==> src/rtl/regfile_mp_if.sv <==
// regfile_mp_if: bundle of read, writeback and reservation signals of the
// multi-port register file. The issue/writeback side uses the master modport,
// the register file itself uses the slave modport.
interface regfile_mp_if #(
  parameter int DATA_WIDTH = 32,
  parameter int REG_COUNT  = 32,
  parameter int NUM_RD     = 2,
  parameter int NUM_WR     = 2
);
  localparam int ADDR_W = $clog2(REG_COUNT);

  logic [NUM_RD-1:0]            rd_en;
  logic [NUM_RD*ADDR_W-1:0]     rd_addr;
  logic [NUM_RD*DATA_WIDTH-1:0] rd_data;
  logic [NUM_RD-1:0]            rd_busy;
  logic [NUM_WR-1:0]            wr_en;
  logic [NUM_WR*ADDR_W-1:0]     wr_addr;
  logic [NUM_WR*DATA_WIDTH-1:0] wr_data;
  logic                         rsv_en;
  logic [ADDR_W-1:0]            rsv_addr;
  logic                         rsv_conflict;
  logic [REG_COUNT-1:0]         busy;

  modport master (
    output rd_en, rd_addr, wr_en, wr_addr, wr_data, rsv_en, rsv_addr,
    input  rd_data, rd_busy, rsv_conflict, busy
  );

  modport slave (
    input  rd_en, rd_addr, wr_en, wr_addr, wr_data, rsv_en, rsv_addr,
    output rd_data, rd_busy, rsv_conflict, busy
  );
endinterface

==> src/rtl/regfile_mp.sv <==
// regfile_mp: parametrised multi-port register file with a pending-write
// scoreboard. NUM_RD registered read ports, NUM_WR writeback ports (higher
// port index wins on an address collision), one reservation port that marks a
// destination busy. x0 reads as zero and is never busy.
// Optional feature macro: REGFILE_BYPASS_EN -- when defined, a read that
// captures the address being written on the same edge sees the new data and
// the post-edge busy flag; otherwise it sees the pre-edge contents.
module regfile_mp #(
  parameter int DATA_WIDTH = 32,
  parameter int REG_COUNT  = 32,
  parameter int NUM_RD     = 2,
  parameter int NUM_WR     = 2
) (
  input  logic        clk,
  input  logic        rst_n,
  regfile_mp_if.slave bus
);
  localparam int ADDR_W = $clog2(REG_COUNT);

  logic [DATA_WIDTH-1:0] mem      [REG_COUNT];
  logic [DATA_WIDTH-1:0] wr_val   [REG_COUNT];
  logic [REG_COUNT-1:0]  wr_hit;
  logic [REG_COUNT-1:0]  sb;
  logic [REG_COUNT-1:0]  sb_next;
  logic [REG_COUNT-1:0]  rsv_vec;
  logic                  rsv_hit;
  logic                  conflict;
  logic [ADDR_W-1:0]     rd_a     [NUM_RD];
  logic [DATA_WIDTH-1:0] rd_word  [NUM_RD];
  logic                  rd_flag  [NUM_RD];

  // Per-register write decode; later ports overwrite earlier ones so the highest index wins.
  always_comb begin
    wr_hit = {REG_COUNT{1'b0}};
    for (int k = 0; k < REG_COUNT; k++) begin
      wr_val[k] = {DATA_WIDTH{1'b0}};
    end
    for (int k = 1; k < REG_COUNT; k++) begin
      for (int i = 0; i < NUM_WR; i++) begin
        wr_hit[k] = wr_hit[k] |
                    (bus.wr_en[i] && (bus.wr_addr[i*ADDR_W +: ADDR_W] == ADDR_W'(k)));
        wr_val[k] = (bus.wr_en[i] && (bus.wr_addr[i*ADDR_W +: ADDR_W] == ADDR_W'(k)))
                    ? bus.wr_data[i*DATA_WIDTH +: DATA_WIDTH] : wr_val[k];
      end
    end
  end

  // Scoreboard next state: writes clear, an accepted reservation sets (set beats clear).
  always_comb begin
    rsv_hit  = bus.rsv_en && (bus.rsv_addr != {ADDR_W{1'b0}});
    conflict = rsv_hit && sb[bus.rsv_addr] && !wr_hit[bus.rsv_addr];
    rsv_vec  = (rsv_hit && !conflict) ? (REG_COUNT'(1) << bus.rsv_addr)
                                      : {REG_COUNT{1'b0}};
    sb_next  = ((sb & ~wr_hit) | rsv_vec) & {{(REG_COUNT-1){1'b1}}, 1'b0};
  end

  // Read-port source selection: bypassed or pre-edge view of data and busy.
  always_comb begin
    for (int j = 0; j < NUM_RD; j++) begin
      rd_a[j] = bus.rd_addr[j*ADDR_W +: ADDR_W];
`ifdef REGFILE_BYPASS_EN
      rd_word[j] = wr_hit[rd_a[j]] ? wr_val[rd_a[j]] : mem[rd_a[j]];
      rd_flag[j] = sb_next[rd_a[j]];
`else
      rd_word[j] = mem[rd_a[j]];
      rd_flag[j] = sb[rd_a[j]];
`endif
    end
  end

  // Register array and scoreboard state.
  always_ff @(posedge clk or negedge rst_n) begin
    if (!rst_n) begin
      for (int k = 0; k < REG_COUNT; k++) begin
        mem[k] <= {DATA_WIDTH{1'b0}};
      end
      sb <= {REG_COUNT{1'b0}};
    end else begin
      for (int k = 0; k < REG_COUNT; k++) begin
        if (wr_hit[k]) begin
          mem[k] <= wr_val[k];
        end else begin
          mem[k] <= mem[k];
        end
      end
      sb <= sb_next;
    end
  end

  // Registered read ports; a disabled port holds its last captured value.
  always_ff @(posedge clk or negedge rst_n) begin
    if (!rst_n) begin
      bus.rd_data <= {(NUM_RD*DATA_WIDTH){1'b0}};
      bus.rd_busy <= {NUM_RD{1'b0}};
    end else begin
      for (int j = 0; j < NUM_RD; j++) begin
        if (bus.rd_en[j]) begin
          bus.rd_data[j*DATA_WIDTH +: DATA_WIDTH] <= rd_word[j];
          bus.rd_busy[j]                          <= rd_flag[j];
        end else begin
          bus.rd_data[j*DATA_WIDTH +: DATA_WIDTH] <= bus.rd_data[j*DATA_WIDTH +: DATA_WIDTH];
          bus.rd_busy[j]                          <= bus.rd_busy[j];
        end
      end
    end
  end

  assign bus.busy         = sb;
  assign bus.rsv_conflict = conflict;

endmodule

==> src/flat_wrapper.sv <==
// flat-port wrapper written by rule: the top's interface ports become plain ports
module regfile_mp_flat 
#(
  parameter int DATA_WIDTH = 32,
  parameter int REG_COUNT  = 32,
  parameter int NUM_RD     = 2,
  parameter int NUM_WR     = 2
)
  (clk, rst_n, bus_rd_en, bus_rd_addr, bus_wr_en, bus_wr_addr, bus_wr_data, bus_rsv_en, bus_rsv_addr, bus_rd_data, bus_rd_busy, bus_rsv_conflict, bus_busy);
  regfile_mp_if #(.DATA_WIDTH(DATA_WIDTH), .REG_COUNT(REG_COUNT), .NUM_RD(NUM_RD), .NUM_WR(NUM_WR)) bus_i ();
  input  logic clk;
  input  logic rst_n;
  input wire logic [$bits(bus_i.rd_en)-1:0] bus_rd_en;
  input wire logic [$bits(bus_i.rd_addr)-1:0] bus_rd_addr;
  input wire logic [$bits(bus_i.wr_en)-1:0] bus_wr_en;
  input wire logic [$bits(bus_i.wr_addr)-1:0] bus_wr_addr;
  input wire logic [$bits(bus_i.wr_data)-1:0] bus_wr_data;
  input wire logic [$bits(bus_i.rsv_en)-1:0] bus_rsv_en;
  input wire logic [$bits(bus_i.rsv_addr)-1:0] bus_rsv_addr;
  output wire logic [$bits(bus_i.rd_data)-1:0] bus_rd_data;
  output wire logic [$bits(bus_i.rd_busy)-1:0] bus_rd_busy;
  output wire logic [$bits(bus_i.rsv_conflict)-1:0] bus_rsv_conflict;
  output wire logic [$bits(bus_i.busy)-1:0] bus_busy;
  assign bus_i.rd_en = bus_rd_en;
  assign bus_i.rd_addr = bus_rd_addr;
  assign bus_i.wr_en = bus_wr_en;
  assign bus_i.wr_addr = bus_wr_addr;
  assign bus_i.wr_data = bus_wr_data;
  assign bus_i.rsv_en = bus_rsv_en;
  assign bus_i.rsv_addr = bus_rsv_addr;
  assign bus_rd_data = bus_i.rd_data;
  assign bus_rd_busy = bus_i.rd_busy;
  assign bus_rsv_conflict = bus_i.rsv_conflict;
  assign bus_busy = bus_i.busy;
  regfile_mp #(.DATA_WIDTH(DATA_WIDTH), .REG_COUNT(REG_COUNT), .NUM_RD(NUM_RD), .NUM_WR(NUM_WR)) u_core (.clk(clk), .rst_n(rst_n), .bus(bus_i));
endmodule
==> config.mk <==
export PLATFORM = sky130hd
export DESIGN_NAME = regfile_mp_flat
export DESIGN_NICKNAME = d
export VERILOG_FILES = /design/src/rtl/regfile_mp_if.sv /design/src/rtl/regfile_mp.sv /design/src/flat_wrapper.sv
export SDC_FILE = /design/constraint.sdc
export NUM_CORES = 2
export LEC_CHECK = 0
export CORE_ASPECT_RATIO = 1.25
export CORE_MARGIN = 5
export CORE_UTILIZATION = 50
export DETAILED_ROUTE_END_ITERATION = 8
export PLACE_DENSITY = 0.67
export RECOVER_POWER = 25
export SETUP_SLACK_MARGIN = 0.1
export SLEW_MARGIN = 20
export SYNTH_ARGS = -nofsm -noshare
export SYNTH_HDL_FRONTEND = slang
export SYNTH_SLANG_ARGS = --single-unit
==> constraint.sdc <==
create_clock -name clk -period 5.3 [get_ports clk]
set_clock_uncertainty 0.2 [all_clocks]
set_input_delay 1.59 -clock clk [delete_from_list [all_inputs] [get_ports clk]]
set_output_delay 1.59 -clock clk [all_outputs]
set_load 0.01 [all_outputs]
==> flow_summary.json <==
{
  "vdd.ir_drop.worst_uv": 281,
  "route.final.wire_length_mm": 254,
  "finalCoreUtilization_pct": 56.8,
  "cp_max_fo": 5,
  "timing.critical_path.slowest_cell_delay_ns": 0.48,
  "netlist_top_cells_area": "dfrtp_1 41%, mux4_2 20%, mux2i_1 15%, a21oi_1 3.9%, o21ai_0 3.6%",
  "crit_start_category": "input pin",
  "reg2regPathDepth": 8,
  "yosys_most_used_dff": "dfrtp_1",
  "nFillCells": 11086,
  "timing.max_cap.violations": 5,
  "antenna_violations_before_repair": 13,
  "r2r-end": "u_core.bus.busy[16]$_DFF_PN0_",
  "netlist.area_leader.share_pct": 40.8,
  "layout_worst_path_cycle_share_pct": 96.9,
  "numPortBuffers": 193,
  "worst_pin_slew_ns": 2.78,
  "synth.top_cells.by_count": "1089 x dfrtp_1, 995 x mux2i_1, 601 x mux4_2",
  "hpwlAfterDp_mm": 143,
  "crit_type": "input pin to output pin",
  "cts_tree": "done",
  "cts.clk_slew.worst_paths_ns": 0.06,
  "area_growth_syn_to_layout_pct": 13.2,
  "dr_total_vias": 53146,
  "timing.rr.start": "u_core.bus.busy[14]$_DFF_PN0_",
  "floorplan.rows": 150,
  "hold_viol_final": 0,
  "path_cells": "buf_6, buf_12, mux4_2, mux2_4, o221ai_2, o311ai_2, o311a_1, nand4_4, a21oi_2, buf_2",
  "whs_path_depth": 2,
  "crit_start": "bus_rsv_addr[0]",
  "power_density_nw_per_um2": 378,
  "avgSynthCellArea_um2": 11.1,
  "synth-edff-count": 0,
  "die_height_um": 419,
  "gr-usage-all-layers_pct": 35.8,
  "synth_top_area_cell": "dfrtp_1",
  "post-synth-top-count-cell": "dfrtp_1",
  "multi_input_comb_area_um2": 37100,
  "detail_route.vias_per_cell": 6.81,
  "synth_sequential_area_ratio_pct": 40.8,
  "synth_cell_type_count": 65,
  "final_critical_path_setup_slack_ns": 0.164,
  "timing.reg2reg.setup_slack_ns": 2.50,
  "placedInstanceArea_um2": 71500,
  "die_area_um2": 141000,
  "dp_slack_ns": -0.901,
  "critical_path.top_delay_family": "multiplexers",
  "core_region_area_um2": 133000,
  "detailedRoute.firstIterationViolations": 7129,
  "final.min_clock_period_ns": 5.14,
  "htree_levels": 3,
  "ff_latch_area_um2": 27300,
  "synth.net_count": 6140,
  "holdCritStartpoint": "u_core.bus.rd_data[36]$_DFFE_PN0P_",
  "gr-total-overflow": 0,
  "fraction_of_registers_with_async_set_or_reset_after_synthesis_pct": 100,
  "total_power_mw": 28.6,
  "worstHoldEndpoint": "u_core.bus.rd_data[36]$_DFFE_PN0P_",
  "number_of_detailed_route_iterations_in_the_first_pass": 6,
  "cp-end-kind": "output pin",
  "numClockSinks": 1089,
  "synth_area_um2": 66800,
  "grt_setup_unrepaired": "no",
  "max_slew_margin_pct": -85.0,
  "clock_path_buffers": 3,
  "final_max_slew_viol_count": 188,
  "fmaxAchievable_mhz": 195,
  "violated_checks": "capacitance limit, slew limit",
  "globalplace.congestion": 0.921,
  "synthCells": 6044,
  "final_layout_size_suffix_gt1_share_pct": 22.5,
  "clock_buffers_created_by_tritoncts": 111,
  "floorplan.io_pins": 195,
  "cts.root.buffer_cell": "clkbuf_16",
  "design_area_um2": 75700,
  "start_util_pct": 50.1,
  "run_status": "complete, but fails checks",
  "die_width_um": 337,
  "first_pass_grt_wire_length_mm": 370,
  "remaining_drcs": 0,
  "critPathRequiredTime_ns": 3.51,
  "cpMaxStageDelayCell": "mux4_2",
  "final_antenna_net_count": 0,
  "worst_min_path_class": "register to register",
  "worstSkewPairLatency_ns": 0.77,
  "synth_seq_cells": 1089,
  "finish.net_count": 6055,
  "wl_per_cell_um": 32.5,
  "grt_start_max_net_pins": 98,
  "first_global_vias": 52958,
  "worstPathBufferInverterCount": 3,
  "crit_arrival_ns": 3.35,
  "setup_viol": 0,
  "yosysWarnings": 0,
  "power.leakage_nw": 33.8
}
[worst max path at each step]
stage / to / cells after the start
after floorplan: bus_rsv_conflict / 9
after global placement: bus_rsv_conflict / 10
after detailed placement: bus_rsv_conflict / 10
after CTS: bus_rsv_conflict / 10
after global routing: bus_rsv_conflict / 10
final: bus_rsv_conflict / 10
[area by class of cell]
cell class                      count  share of cell area (%)
Multi-Input combinational cell   4177                    49.0
Sequential cell                  1089                    36.0
Timing Repair Buffer              510                    6.33
Clock buffer                      163                    4.41
Inverter                           70                   0.349
Tap cell                         1748                    2.89
Antenna cell                        6                  0.0198
Clock inverter                     45                   0.967
[state kept, by name (all words and copies together) (netlist names)]
name	flops
u_core.bus.rd_busy	2
u_core.bus.rd_data	64
u_core.mem	992
u_core.bus.busy	31
[kinds of logic after synthesis]
logic type | share of synthesized area (%)
mux | 36.3
compound gates | 10.6
simple gates | 7.54
flops | 40.8
buf+inv | 4.76
other cells | 0.00561
[worst register-to-register path: stages, from the launching register on]
cell and delay [ns]:
dfrtp_1 0.54, mux4_2 0.52, mux2_4 0.29, o221ai_2 0.18, o311ai_2 0.14, o311a_1 0.16, nand4_4 0.10, buf_4 0.35
a32o_1 0.25
[layout by cell type, fill, tap and decap left out, types with 5 or more instances in the layout]
| master | netlist | final |
|---|---|---|
| buf_8 | 0 | 5 |
| a21o_1 | 7 | 7 |
| nand2_1 | 535 | 499 |
| mux4_2 | 601 | 601 |
| buf_6 | 11 | 23 |
| clkinvlp_4 | 0 | 10 |
| mux2i_1 | 995 | 994 |
| clkdlybuf4s50_1 | 0 | 107 |
| clkinv_2 | 0 | 13 |
| a32o_1 | 23 | 23 |
| o21ai_0 | 485 | 485 |
| inv_1 | 69 | 69 |
| clkbuf_16 | 0 | 112 |
| clkbuf_8 | 0 | 34 |
| nor2_4 | 0 | 26 |
| buf_4 | 18 | 233 |
| o211ai_1 | 68 | 68 |
| mux2_2 | 68 | 67 |
| clkbuf_1 | 499 | 27 |
| buf_2 | 88 | 60 |
| buf_12 | 0 | 60 |
| nor2_1 | 568 | 542 |
| bufinv_16 | 0 | 17 |
| a21oi_1 | 526 | 524 |
| o21ai_1 | 65 | 65 |
| nand2b_1 | 72 | 70 |
| dfrtp_1 | 1089 | 1089 |
| nor3_1 | 9 | 9 |
| clkbuf_2 | 2 | 6 |
| diode_2 | 0 | 6 |
| nand4b_1 | 5 | 5 |
| a22o_1 | 71 | 71 |
| nand2_4 | 1 | 35 |
| nor2b_4 | 0 | 5 |
[through the flow]
stage | TNS, ns | std cells | hold slack (ns)
4_1_cts | 0 | 7798 | 0.315
3_3_place_gp | -0.959 | 7576 | 0.301
3_5_place_dp | -0.901 | 7577 | 0.301
5_1_grt | 0 | 7807 | 0.328
6_report | 0 | 7808 | 0.311
2_1_floorplan | 0 | 6044 | 0.340
[report_power, final]
group | leakage [nW] | internal, mW | switching, mW
Clock | 1.97 | 5.19 | 3.65
Sequential | 13.3 | 10.5 | 1.80
Combinational | 18.5 | 4.26 | 3.15
[layer usage]
layer	vias up	routed length [µm]	track usage (%)
met3	885	27500	8.68
met4	4	17200	19.9
met1	26848	95700	47.8
li1	21943	-	-
met5	-	21	0
met2	3466	113000	54.1
[what timing repair did]
item | in CTS | in global routing
pin swaps | 19 | 20
resized for setup | 112 | 37
gates cloned | 0 | 0
setup endpoints to repair | 1 | 1
endpoints found under the hold margin | 0 | 0
hold buffers | 0 | 0
setup buffers | 13 | 3
(Power assumes the default switching activity.)
